==> src/rtl/crc_pkg.sv <==
// Shared types and USB CRC constants for the streaming CRC engine.
package crc_pkg;

   typedef enum logic [1:0] {
      RUN  = 2'd0,
      EMIT = 2'd1,
      DONE = 2'd2
   } crc_state_t;

   localparam logic [15:0] CRC16_POLY     = 16'h8005;
   localparam logic [15:0] CRC16_RESIDUAL = 16'h800D;
   localparam logic [4:0]  CRC5_POLY      = 5'h05;
   localparam logic [4:0]  CRC5_RESIDUAL  = 5'h0C;

endpackage

==> src/rtl/crc_stream_if.sv <==
// Beat-level handshakes of the CRC engine: data in, appended CRC beats out.
interface crc_stream_if #(
   parameter int DW = 8
);
   logic          in_valid;
   logic          in_ready;
   logic [DW-1:0] in_data;
   logic          in_last;
   logic          out_valid;
   logic          out_ready;
   logic [DW-1:0] out_data;
   logic          out_last;

   modport master (
      output in_valid, in_data, in_last, out_ready,
      input  in_ready, out_valid, out_data, out_last
   );

   modport slave (
      input  in_valid, in_data, in_last, out_ready,
      output in_ready, out_valid, out_data, out_last
   );
endinterface

==> src/rtl/crc_step_n.sv <==
// Combinational DW-bit CRC update, equivalent to DW serial steps with bit 0 first.
module crc_step_n #(
   parameter int               NBITS = 16,
   parameter int               DW    = 8,
   parameter logic [NBITS-1:0] POLY  = 16'h8005
) (
   input  logic [NBITS-1:0] r,
   input  logic [DW-1:0]    d,
   output logic [NBITS-1:0] r_next
);

   logic [NBITS-1:0] acc;
   logic             flip;

   always_comb begin
      acc  = r;
      flip = 1'b0;
      for (int i = 0; i < DW; i++) begin
         flip = d[i] ^ acc[NBITS-1];
         acc  = {acc[NBITS-2:0], 1'b0} ^ (flip ? POLY : '0);
      end
      r_next = acc;
   end

endmodule

==> src/rtl/crc_stream.sv <==
// Streaming CRC engine: checks a frame against the residual, or appends the
// complemented CRC as extra beats in generate mode.
//
//   state | meaning
//   RUN   | absorbing data beats, in_ready high
//   EMIT  | driving complemented CRC beats out, input stalled
//   DONE  | one-cycle done pulse, register reinitialised afterwards
module crc_stream
   import crc_pkg::*;
#(
   parameter int               NBITS    = 16,
   parameter int               DW       = 8,
   parameter logic [NBITS-1:0] POLY     = CRC16_POLY,
   parameter logic [NBITS-1:0] RESIDUAL = CRC16_RESIDUAL
) (
   input  logic             clk,
   input  logic             n_rst,
   input  logic             clear,
   input  logic             mode,
   crc_stream_if.slave      bus,
   output logic [NBITS-1:0] crc,
   output logic             done,
   output logic             crc_ok
);

   localparam int              NBEATS = NBITS / DW;
   localparam int              CW     = (NBEATS > 1) ? $clog2(NBEATS) : 1;
   localparam logic [CW-1:0]   LAST   = CW'(NBEATS - 1);

   crc_state_t       state, state_next;
   logic [NBITS-1:0] r, r_nxt, r_step;
   logic [NBITS-1:0] s, s_nxt, s_load;
   logic [CW-1:0]    cnt, cnt_nxt;
   logic             in_frame, in_frame_nxt;
   logic             mode_q, mode_nxt, mode_eff;
   logic             ok_q, ok_nxt;
   logic             accept;

   crc_step_n #(
      .NBITS (NBITS),
      .DW    (DW),
      .POLY  (POLY)
   ) u_step (
      .r      (r),
      .d      (bus.in_data),
      .r_next (r_step)
   );

   // The wire order is MSB of the register first, one beat's LSB first.
   always_comb begin
      s_load = '0;
      for (int i = 0; i < NBITS; i++) s_load[i] = ~r_step[NBITS-1-i];
   end

   assign bus.in_ready  = (state == RUN) && !clear;
   assign bus.out_valid = (state == EMIT);
   assign bus.out_data  = s[DW-1:0];
   assign bus.out_last  = (state == EMIT) && (cnt == LAST);
   assign accept        = bus.in_valid && bus.in_ready;
   assign mode_eff      = in_frame ? mode_q : mode;
   assign done          = (state == DONE) && !clear;
   assign crc_ok        = ok_q;
   assign crc           = ~r;

   always_ff @(posedge clk or negedge n_rst) begin
      if (!n_rst) begin
         state    <= RUN;
         r        <= '1;
         s        <= '0;
         cnt      <= '0;
         in_frame <= 1'b0;
         mode_q   <= 1'b0;
         ok_q     <= 1'b0;
      end else begin
         state    <= state_next;
         r        <= r_nxt;
         s        <= s_nxt;
         cnt      <= cnt_nxt;
         in_frame <= in_frame_nxt;
         mode_q   <= mode_nxt;
         ok_q     <= ok_nxt;
      end
   end

   always_comb begin
      state_next   = state;
      r_nxt        = r;
      s_nxt        = s;
      cnt_nxt      = cnt;
      in_frame_nxt = in_frame;
      mode_nxt     = mode_q;
      ok_nxt       = ok_q;
      if (clear) begin
         state_next   = RUN;
         r_nxt        = '1;
         cnt_nxt      = '0;
         in_frame_nxt = 1'b0;
         ok_nxt       = 1'b0;
      end else begin
         unique case (state)
            RUN: begin
               if (accept) begin
                  r_nxt        = r_step;
                  mode_nxt     = mode_eff;
                  in_frame_nxt = !bus.in_last;
                  if (bus.in_last) begin
                     if (mode_eff) begin
                        state_next = EMIT;
                        s_nxt      = s_load;
                        cnt_nxt    = '0;
                     end else begin
                        state_next = DONE;
                        ok_nxt     = (r_step == RESIDUAL);
                     end
                  end
               end
            end
            EMIT: begin
               if (bus.out_ready) begin
                  s_nxt   = s >> DW;
                  cnt_nxt = cnt + CW'(1);
                  if (cnt == LAST) begin
                     state_next = DONE;
                     ok_nxt     = 1'b0;
                  end
               end
            end
            DONE: begin
               state_next = RUN;
               r_nxt      = '1;
            end
            default: state_next = RUN;
         endcase
      end
   end

endmodule

==> src/flat_wrapper.sv <==
// flat-port wrapper written by rule: the top's interface ports become plain ports
module crc_stream_flat import crc_pkg::*;
#(
   parameter int               NBITS    = 16,
   parameter int               DW       = 8,
   parameter logic [NBITS-1:0] POLY     = CRC16_POLY,
   parameter logic [NBITS-1:0] RESIDUAL = CRC16_RESIDUAL
)
  (clk, n_rst, clear, mode, crc, done, crc_ok, bus_in_valid, bus_in_data, bus_in_last, bus_out_ready, bus_in_ready, bus_out_valid, bus_out_data, bus_out_last);
  crc_stream_if #(.DW(DW)) bus_i ();
  input  logic clk;
  input  logic n_rst;
  input  logic clear;
  input  logic mode;
  output logic [NBITS-1:0] crc;
  output logic done;
  output logic crc_ok;
  input wire logic [$bits(bus_i.in_valid)-1:0] bus_in_valid;
  input wire logic [$bits(bus_i.in_data)-1:0] bus_in_data;
  input wire logic [$bits(bus_i.in_last)-1:0] bus_in_last;
  input wire logic [$bits(bus_i.out_ready)-1:0] bus_out_ready;
  output wire logic [$bits(bus_i.in_ready)-1:0] bus_in_ready;
  output wire logic [$bits(bus_i.out_valid)-1:0] bus_out_valid;
  output wire logic [$bits(bus_i.out_data)-1:0] bus_out_data;
  output wire logic [$bits(bus_i.out_last)-1:0] bus_out_last;
  assign bus_i.in_valid = bus_in_valid;
  assign bus_i.in_data = bus_in_data;
  assign bus_i.in_last = bus_in_last;
  assign bus_i.out_ready = bus_out_ready;
  assign bus_in_ready = bus_i.in_ready;
  assign bus_out_valid = bus_i.out_valid;
  assign bus_out_data = bus_i.out_data;
  assign bus_out_last = bus_i.out_last;
  crc_stream #(.NBITS(NBITS), .DW(DW), .POLY(POLY), .RESIDUAL(RESIDUAL)) u_core (.clk(clk), .n_rst(n_rst), .clear(clear), .mode(mode), .bus(bus_i), .crc(crc), .done(done), .crc_ok(crc_ok));
endmodule
==> config.mk <==
export PLATFORM = sky130hd
export DESIGN_NAME = crc_stream_flat
export DESIGN_NICKNAME = d
export VERILOG_FILES = /design/src/rtl/crc_pkg.sv /design/src/rtl/crc_stream_if.sv /design/src/rtl/crc_step_n.sv /design/src/rtl/crc_stream.sv /design/src/flat_wrapper.sv
export SDC_FILE = /design/constraint.sdc
export NUM_CORES = 1
export LEC_CHECK = 0
export CAP_MARGIN = 20
export CORE_MARGIN = 2
export CORE_UTILIZATION = 46
export CTS_CLUSTER_SIZE = 25
export DETAILED_ROUTE_END_ITERATION = 10
export PLACE_DENSITY_LB_ADDON = 0.25
export SLEW_MARGIN = 20
export SYNTH_ARGS = -nofsm -noshare
export SYNTH_HDL_FRONTEND = slang
export SYNTH_HIERARCHICAL = 1
export SYNTH_SLANG_ARGS = --single-unit
==> constraint.sdc <==
create_clock -name clk -period 2.2 [get_ports clk]
set_input_delay 0.22 -clock clk [delete_from_list [all_inputs] [get_ports clk]]
set_output_delay 0.22 -clock clk [all_outputs]
set_load 0.01 [all_outputs]
==> summary.txt <==
STA
  • Hold WS: ~0.36 ns
  • RSZ-0062 raised after global routing: true
  • Final Cycle Share: a little over nine tenths
  • Max Clock Freq: 0.478 GHz
  • Setup TNS: 0 ns
  • Minimum clock period: between 2 and 2.5 ns
  • Worst-Margin Slew: between 0.8 and 0.9 ns
  • # setup viols final: 0
  • Final clock skew: around 0.0041 ns
  • Worst relative slew slack: roughly 43%
  • Slew Limit Fails: 0
  • Setup ws final: around 0.11 ns
  • Final Hold Viols: 0

Floorplanning
  • Num rows: 24
  • IO Count: 44
  • Initial core utilization: 48.8%
  • Core ar.: roughly 4400 um2
  • Chip width: ~73 um
  • Die Area: ~5300 um2
  • Die Y: 72.6 um

Setup path
  • CP endpoint kind: flop
  • Crit start category: flop
  • Worst path depth: 8
  • Worst path buffer plus inverter count: 1
  • Delay-heaviest family, CP: XOR/XNOR gates
  • Worst r2r src: u_core/r[11]$_DFFE_PN1P_
  • Reg2Reg Depth: 8
  • CP max stage delay: 0.57 ns
  • CP cell instances: xnor2_2, xor2_2, xnor2_1, buf_4, xnor3_1, nand4_1, nor4_2, mux2_2
  • Crit path required time: roughly 2.4 ns
  • Critical Path Fanout Max: 4
  • Critical path arrival: 2.27 ns
  • R2r setup slk: ~0.11 ns
  • Slowest-stage cell, CP: dfstp_2
  • Crit Path Class: reg -> reg
  • Reg-to-Reg End: u_core/crc_ok$_DFFE_PN0P_

Placed design
  • GPL Wtd Cong: just over 0.8
  • Dpl hpwl: about 3200 um
  • Pre-CTS setup slack: -0.189 ns
  • Port bufs: 43
  • Placed Area: 2670 um2

Synthesis
  • Yosys warning total: 6
  • Sequential share of the synthesized area: between 40% and 50%
  • #FFs+latches synth: 38
  • Syn Inst Count: between 200 and 250
  • Synthesized cell area: ~2200 um2
  • Async set-reset flop share out of synthesis: 100%
  • Number of synthesized flops with an enable pin: 0
  • Syn Nets: 224
  • Prevailing post-synth register cell: dfrtp_1
  • Syn avg cell area: roughly 10 um2
  • Synth unique cells: 38

Finish
  • # diodes: 0
  • Layout cell share with drive strength beyond 1: around 28%
  • Fin util: a little over three fifths
  • Most used cells in the layout excluding fill and tap cells: 43 x clkdlybuf4s50_1, 23 x buf_4, 22 x nand2_1
  • Final non-filler cell area: roughly 2800 um2
  • Commonest non-fill, non-tap cell in the layout: clkdlybuf4s50_1
  • Filler cell count: a little over 400
  • Nets: ~270
  • Synthesis-to-finish area growth: 28.6%

Clock tree
  • Setup Fix Bufs, Post-CTS: 0
  • Hold_buf cts: 0
  • H-tree levels: 2
  • CTS tree: yes
  • Clock latency at the later pin of the worst-skew pair: around 0.29 ns
  • Clock-pin slew on the worst setup and hold paths: roughly 0.070 ns
  • Max Root-Sink Buffers: 2
  • Cts bufs inserted: 5
  • CTS Sinks: 38
  • CTS root buf: clkbuf_8

Pwr
  • Pleak: 1.27 nW
  • VDD IR-drop max: 0.547 mV
  • Cell Pwr Density: 1070 nW/um2

Detailed routing
  • First DRT Iteration DRCs: ~140
  • ANT nets after route: 0
  • Metal2 WL: around 1900 um
  • WL/cell: around 14 um
  • DRT Pass-1 Iters: 4
  • Met3 WL post-DR: about 240 um
  • Vias: 1,554
  • M1 WL: 2090 um
  • DRC Markers: 0
  • Final WL: ~4300 um
  • Top layer in use: met4
  • Via density: 5.00

Worst hold path
  • Worst Hold Class: in -> async

GRT
  • Largest net degree at the start of global routing: 39
  • Vias in the first global route: 1,425
  • Grt total ovfl: 0
  • Total Routing Usage GR: approximately 18%
  • First-pass GRT wire length: approximately 7000 um
  • Initial antenna violation count: 0

Status
  • Run status: finished, final reports clean

Job
  • Max-cap violation count: 0
## cells in the mapped netlist (all sizes together) (3+ instances only)
master  instances  share of area, %
buf            24               8.2
dfstp          16                19
xor2            8               3.6
mux2            3               1.7
a21oi          11               2.5
nor4b           3               1.2
nor3            3              0.69
o31ai           8               4.2
o22a           16               6.5
inv            18               3.1
o21ai          10               2.5
nand2          22               3.8
dfrtp          22                25
xnor2          14               7.7
nor2           15               2.6
## worst max path at each step
stage	from	endpoint	slack, ns
finish	u_core/r[11]$_DFFE_PN1P_	u_core/crc_ok$_DFFE_PN0P_	0.11
detailed placement	bus_in_data[5]	u_core/crc_ok$_DFFE_PN0P_	-0.19
floorplan	u_core/r[10]$_DFFE_PN1P_	u_core/crc_ok$_DFFE_PN0P_	0.06
CTS	u_core/r[10]$_DFFE_PN1P_	u_core/crc_ok$_DFFE_PN0P_	0.002
global route	u_core/r[10]$_DFFE_PN1P_	u_core/crc_ok$_DFFE_PN0P_	-0.03
global placement	bus_in_data[5]	u_core/crc_ok$_DFFE_PN0P_	-0.13
## layout make-up
class / instances / area [um2] / share of cell area (%)
repair buffers: 66 / 603 / 21.6
inverters: 19 / 71.3 / 2.56
flip-flops and latches: 38 / 972 / 34.9
clock inverters: 1 / 5.00 / 0.180
clock buffers: 7 / 86.3 / 3.10
well taps: 52 / 65.1 / 2.33
multi-input cells: 128 / 985 / 35.3
## stage by stage
stage | power [mW] | instances
2_1_floorplan | 1.93 | 209
5_1_grt | 3.17 | 311
3_5_place_dp | 2.49 | 303
6_report | 2.98 | 311
3_3_place_gp | 2.46 | 303
4_1_cts | 2.99 | 311
## metal layers
layer  track usage, %  vias up
met5                0        -
met3             4.56        6
met1             25.6      720
met2             25.8       41
met4             6.17        0
li1                 -      787
## flip-flops by register name, indices dropped and copies added (netlist names)
| signal | count |
|---|---|
| u_core/crc_ok | 1 |
| u_core/mode_q | 1 |
| u_core/cnt | 1 |
| u_core/r | 16 |
| u_core/in_frame | 1 |
| u_core/state | 2 |
| u_core/s | 16 |
## cell families (layout without fill, tap and decap cells)
family                    count (synthesis)  after routing  share of synthesized area, %
DFF                                      38             38                          44.8
xor gates and xnor gates                 23             23                          12.4
AOI/OAI and AO/OA                        50             50                          18.2
buffers and inverters                    43             93                          11.5
and+or+nand+nor                          52             52                          11.4
muxes                                     3              3                          1.73
## report_power, final
part	internal [mW]	switching [mW]	leakage (nW)
Combinational	0.813	0.607	0.765
Clock	0.253	0.239	0.0482
Sequential	0.926	0.140	0.453
Total	1.99	0.986	1.27
## timing repair
action / in CTS / in global routing
hold endpoints to repair: 0 / 0
endpoints found under the setup margin: 0 / 3
gates resized for setup: 0 / 5
Power figures use the tool's default switching activity.
